--- src/rtl/usb_bus_power_ctrl.sv ---
// Device-side USB bus/power state controller: tracks reset/suspend/resume from the
// line-state monitor, sequences PHY SuspendM and device-initiated remote wakeup (timed K).
module usb_bus_power_ctrl #(
  parameter int CLK_FREQ_MHZ    = 60,
  parameter int WAKE_IDLE_US    = 5000,
  parameter int WAKE_DRIVE_US   = 2000,
  parameter int WAKE_TIMEOUT_US = 20000
) (
  input  logic       clk,
  input  logic       rst,
  input  logic [1:0] line_state,
  input  logic       reset_detect,
  input  logic       suspend_detect,
  input  logic       resume_detect,
  input  logic       remote_wakeup_en,
  input  logic       remote_wakeup_req,
  output logic [2:0] bus_state,
  output logic       bus_reset,
  output logic       reset_done,
  output logic       resume_done,
  output logic       wake_fail,
  output logic       suspended,
  output logic       phy_suspendm,
  output logic       drive_k
);

  localparam int WAKE_IDLE_CYC    = CLK_FREQ_MHZ * WAKE_IDLE_US;
  localparam int WAKE_DRIVE_CYC   = CLK_FREQ_MHZ * WAKE_DRIVE_US;
  localparam int WAKE_TIMEOUT_CYC = CLK_FREQ_MHZ * WAKE_TIMEOUT_US;

  if (WAKE_IDLE_CYC >= 2**24 || WAKE_DRIVE_CYC >= 2**24 || WAKE_TIMEOUT_CYC >= 2**24 ||
      WAKE_DRIVE_CYC < 1 || WAKE_TIMEOUT_CYC < 1) begin : g_bad_params
    $error("usb_bus_power_ctrl: cycle counts must lie in 1 .. 2^24-1");
  end

  localparam logic [23:0] IDLE_MIN     = 24'(WAKE_IDLE_CYC);
  localparam logic [23:0] DRIVE_LAST   = 24'(WAKE_DRIVE_CYC - 1);
  localparam logic [23:0] TIMEOUT_LAST = 24'(WAKE_TIMEOUT_CYC - 1);
  localparam logic [1:0]  LS_J         = 2'b01;

  typedef enum logic [2:0] {
    ST_POWERED    = 3'd0,
    ST_IN_RESET   = 3'd1,
    ST_ACTIVE     = 3'd2,
    ST_SUSPENDED  = 3'd3,
    ST_RESUMING   = 3'd4,
    ST_WAKE_DRIVE = 3'd5,
    ST_WAKE_WAIT  = 3'd6
  } state_e;

  state_e      state_q, state_d;
  logic [23:0] timer_q, timer_d;
  logic        wake_pending_q, wake_pending_d;
  logic        reset_det_prev_q, suspend_det_prev_q;
  logic        bus_reset_q, bus_reset_d;
  logic        reset_done_q, reset_done_d;
  logic        resume_done_q, resume_done_d;
  logic        wake_fail_q, wake_fail_d;
  logic        suspended_q, suspended_d;
  logic        phy_suspendm_q, phy_suspendm_d;
  logic        drive_k_q, drive_k_d;
  logic        reset_rise, suspend_rise;

  assign reset_rise   = reset_detect & ~reset_det_prev_q;
  assign suspend_rise = suspend_detect & ~suspend_det_prev_q;

  always_comb begin
    // NOTE: every signal written here gets a default first so no path leaves it unassigned (no latch).
    state_d        = state_q;
    wake_pending_d = wake_pending_q;
    bus_reset_d    = 1'b0;
    reset_done_d   = 1'b0;
    resume_done_d  = 1'b0;
    wake_fail_d    = 1'b0;

    if (reset_rise) begin
      state_d        = ST_IN_RESET;
      bus_reset_d    = 1'b1;
      wake_pending_d = 1'b0;
    end else begin
      case (state_q)
        ST_POWERED: ;
        ST_IN_RESET: begin
          if (!reset_detect) begin
            state_d      = ST_ACTIVE;
            reset_done_d = 1'b1;
          end
        end
        ST_ACTIVE: begin
          if (suspend_rise) state_d = ST_SUSPENDED;
        end
        ST_SUSPENDED: begin
          if (!remote_wakeup_en)      wake_pending_d = 1'b0;
          else if (remote_wakeup_req) wake_pending_d = 1'b1;
          // Host resume wins over our own pending wakeup in the same cycle.
          if (resume_detect)                              state_d = ST_RESUMING;
          else if (wake_pending_q && timer_q >= IDLE_MIN) state_d = ST_WAKE_DRIVE;
        end
        ST_RESUMING: begin
          if (line_state == LS_J) begin
            state_d       = ST_ACTIVE;
            resume_done_d = 1'b1;
          end
        end
        ST_WAKE_DRIVE: begin
          // The monitor sees our own K here, so resume_detect and line_state are ignored.
          wake_pending_d = 1'b0;
          if (timer_q == DRIVE_LAST) state_d = ST_WAKE_WAIT;
        end
        ST_WAKE_WAIT: begin
          if (line_state == LS_J) begin
            state_d       = ST_ACTIVE;
            resume_done_d = 1'b1;
          end else if (timer_q == TIMEOUT_LAST) begin
            state_d     = ST_SUSPENDED;
            wake_fail_d = 1'b1;
          end
        end
        default: state_d = ST_POWERED;
      endcase
    end

    if (reset_rise || state_d != state_q) timer_d = '0;
    else if (timer_q == '1)               timer_d = timer_q;
    else                                  timer_d = timer_q + 24'd1;

    suspended_d    = (state_d == ST_SUSPENDED);
    phy_suspendm_d = (state_d != ST_SUSPENDED);
    drive_k_d      = (state_d == ST_WAKE_DRIVE);
  end

  // NOTE: sequential state uses non-blocking assignments so all flops update from pre-edge values.
  always_ff @(posedge clk) begin
    if (rst) begin
      state_q            <= ST_POWERED;
      timer_q            <= '0;
      wake_pending_q     <= 1'b0;
      reset_det_prev_q   <= 1'b0;
      suspend_det_prev_q <= 1'b0;
      bus_reset_q        <= 1'b0;
      reset_done_q       <= 1'b0;
      resume_done_q      <= 1'b0;
      wake_fail_q        <= 1'b0;
      suspended_q        <= 1'b0;
      phy_suspendm_q     <= 1'b1;
      drive_k_q          <= 1'b0;
    end else begin
      state_q            <= state_d;
      timer_q            <= timer_d;
      wake_pending_q     <= wake_pending_d;
      reset_det_prev_q   <= reset_detect;
      suspend_det_prev_q <= suspend_detect;
      bus_reset_q        <= bus_reset_d;
      reset_done_q       <= reset_done_d;
      resume_done_q      <= resume_done_d;
      wake_fail_q        <= wake_fail_d;
      suspended_q        <= suspended_d;
      phy_suspendm_q     <= phy_suspendm_d;
      drive_k_q          <= drive_k_d;
    end
  end

  assign bus_state    = state_q;
  assign bus_reset    = bus_reset_q;
  assign reset_done   = reset_done_q;
  assign resume_done  = resume_done_q;
  assign wake_fail    = wake_fail_q;
  assign suspended    = suspended_q;
  assign phy_suspendm = phy_suspendm_q;
  assign drive_k      = drive_k_q;

endmodule

--- config.mk ---
export PLATFORM = sky130hd
export DESIGN_NAME = usb_bus_power_ctrl
export DESIGN_NICKNAME = d
export VERILOG_FILES = /design/src/rtl/usb_bus_power_ctrl.sv
export SDC_FILE = /design/constraint.sdc
export NUM_CORES = 1
export LEC_CHECK = 0
export BUFFER_PORTS_ARGS = -buffer_cell sky130_fd_sc_hd__buf_2
export CAP_MARGIN = 20
export CORE_ASPECT_RATIO = 1.4
export CORE_MARGIN = 5
export CORE_UTILIZATION = 43
export CTS_CLUSTER_SIZE = 24
export DETAILED_ROUTE_END_ITERATION = 7
export PLACE_DENSITY_LB_ADDON = 0.15
export SLEW_MARGIN = 10
export SYNTH_ARGS = -nofsm -noshare
export SYNTH_HDL_FRONTEND = slang
export SYNTH_SLANG_ARGS = --single-unit
--- constraint.sdc ---
create_clock -name clk -period 2.1 [get_ports clk]
set_input_delay 0.21 -clock clk [delete_from_list [all_inputs] [get_ports clk]]
set_output_delay 0.21 -clock clk [all_outputs]
set_load 0.005 [all_outputs]
==> results.ini <==
[routing]
drc=0
wl_met2_mm=3.29
wl_per_cell_um=15.8
drt_pass1_iterations=4
vias_per_cell=5.64
routed_wl_mm=6.11
drt_iter0_drc=111
vias=2181
wl_met3_um=233
ant_nets=0
wl_met1_mm=2.44
top_layer=met4

[worst_setup_path]
worst_ep_required_time_ps=2280
r2r-start=timer_q[21]
rrSetupSlack_ps=-100
cpPeakStageDelay_ps=560
cp_data_arrival_time_ps=2390
r2r_end=timer_q[7]
reg2reg_depth=8
crit_path_top_delay_cell=or4_4
crit_chain=or4_4 -> nor4_4 -> buf_4 -> a221oi_2 -> a22oi_2 -> o2bb2ai_4 -> buf_12 -> nor3_1
end_kind=register
endpoint=timer_q[7]
cp-startpoint=timer_q[21]
worst-path-max-fanout=8
path_class=register to register
cp-start-kind=register

[die]
io_pins=19
die_x_um=71.1
num_rows=31
core-area_sq_um=5120
start_util_pct=43.8
design.die.area_sq_um=6790
die_h_um=95.5

[layout]
diodes=0
post-route-cell-area_sq_um=2920
final_cell_mix=43 x buf_4, 36 x dfxtp_1, 25 x nand2_1
syn2layout_area_growth_pct=30.0
nNetsFinal=331
drive_above_1_share_pct=31.8
final_util_pct=57.0
layout_commonest_cell=buf_4

[worst_hold_path]
hp-class=input pin to register

[placement]
dpl_cell_area_sq_um=2730
port_buffers=18
gp_congestion=0.863
post-dp-hpwl_mm=4.58

[grt]
antenna_found_initial=0
grt_start_max_net_pins=25
track_usage_pct=19.2
grt_pass1_wl_mm=10.4
grt_overflow=0
grt_pass1_vias=2169

[run_status]
status=finished with violations
failed_checks=negative setup slack

[synthesis]
syn_nets=276
seq_area_frac_synth_pct=33.0
async_reset_ff_share_pct=0
netlist_instances=265
yosysWarnings=0
synth.area.top_cells=dfxtp_1 33%, nor3_1 5.1%, xnor2_1 5.1%
syn_avg_cell_area_sq_um=8.47
synthFlopType=dfxtp_1
yosys.cell_types.count=53
synth_top_area_cell=dfxtp_1
synth_top_area_share_pct=33.0
synth_seq_cells=37
synth_edf_count=0
syn-cell-area_sq_um=2240

[power_and_ir_drop]
vdd_drop_max_mv=0.297
p_total_w=0.00163
power.density_nw_per_um2=560
leakage_nw=1.04

[timing]
finalHoldViolations=0
holdWs_ps=126
grt_setup_unrepaired=true
slew_violations=0
fin_skew_ps=6.76
setup_ws_ps=-104
slew_headroom_pct=67.8
final.period_utilization_pct=105
worst_pin_slew_ps=477
fmax_ghz=0.454
final.min_clock_period_ps=2200
setup_violations=24

[clock_tree]
htree_levels=2
cts_root_buffer=clkbuf_8
clock_path_buffers=2
cts_hold_buffers=0
cts_tree=yes
worst_skew_pair.late_latency_ps=300
cts_made_buffers=5
path_clk_slew_ps=80
clkSinkCount=37

[job]
drv_cap=0

## registers in the layout, indices dropped and copies added (netlist names)
| signal | flops |
|---|---|
| drive_k | 1 |
| suspended | 1 |
| bus_state | 3 |
| bus_reset | 1 |
| reset_det_prev_q | 1 |
| phy_suspendm | 1 |
| suspend_det_prev_q | 1 |
| wake_fail | 1 |
| resume_done | 1 |
| wake_pending_q | 1 |
| timer_q | 24 |
| reset_done | 1 |
## layout make-up
| class | count | area (sq um) |
|---|---|---|
| Tap cell | 66 | 82.6 |
| Sequential cell | 37 | 742 |
| Inverter | 9 | 33.8 |
| Timing Repair Buffer | 66 | 513 |
| Clock inverter | 3 | 65.1 |
| Clock buffer | 5 | 68.8 |
| Fill cell | 489 | 2200 |
| Multi-Input combinational cell | 201 | 1410 |
## cell usage after synthesis, drive strengths merged, types with 3 or more instances
library cell / n
nor3: 23
nor2: 18
nor4b: 11
nor4: 7
xnor2: 13
o2111ai: 4
inv: 9
dfxtp: 37
o21ai: 9
nand2b: 3
o211ai: 6
xor2: 5
clkbuf: 9
nand4: 10
and2: 4
and3: 4
buf: 9
or4: 3
a21oi: 8
nor2b: 7
and4: 3
nand3: 8
nand2: 25
## per-stage QoR
stage	TNS (ps)	setup WS, ps	std cells
global route	-4040	-192	387
CTS	-1240	-79.1	387
detailed placement	-1580	-107	377
global placement	-1230	-75.4	377
floorplan	0	17.3	265
finish	-2230	-104	387
## layer usage
| layer | track usage [%] | vias up |
|---|---|---|
| li1 | - | 1081 |
| met1 | 21.2 | 1035 |
| met2 | 36.0 | 49 |
| met3 | 3.16 | 16 |
| met4 | 7.99 | 0 |
| met5 | 0 | - |
## worst min-delay path by stage
stage / end / start / cells after the start / slack (ps)
floorplan: bus_state[0] / rst / 1 / 280
global placement: bus_reset / reset_det_prev_q / 1 / 420
detailed placement: bus_reset / reset_det_prev_q / 1 / 430
CTS: bus_state[0] / rst / 2 / 120
global route: bus_state[0] / rst / 2 / 130
finish: bus_state[0] / rst / 2 / 130
## worst max-delay path, delay by kind of cell (launching register included)
family / cells / cell delay [ps]
compound gates: 3 / 510
buf+inv: 2 / 320
flops: 1 / 320
simple gates: 3 / 920
## kinds of logic (layout without fill, tap and decap cells)
| kind of cell | count (synthesis) | in the layout | synth area share, % |
|---|---|---|---|
| mux | 2 | 2 | 0.948 |
| compound gates | 42 | 42 | 14.6 |
| xor+xnor | 18 | 18 | 7.02 |
| simple gates | 137 | 137 | 37.3 |
| buf+inv | 27 | 83 | 5.96 |
| fa+ha+maj | 2 | 2 | 1.11 |
| flops | 37 | 37 | 33.0 |
## power by group
group	internal [W]	switching, W	leakage (nW)
clock	0.000472	0.000272	0.0681
combinational	0.0000818	0.0000911	0.676
sequential	0.000710	0.00000670	0.300
## what timing repair did
action,4_1_cts,5_1_grt
pin swaps,6,6
gates cloned,0,0
buffers inserted,2,0
resized for setup,4,5
endpoints found under the setup margin,25,26
Power figures use the tool's default switching activity.
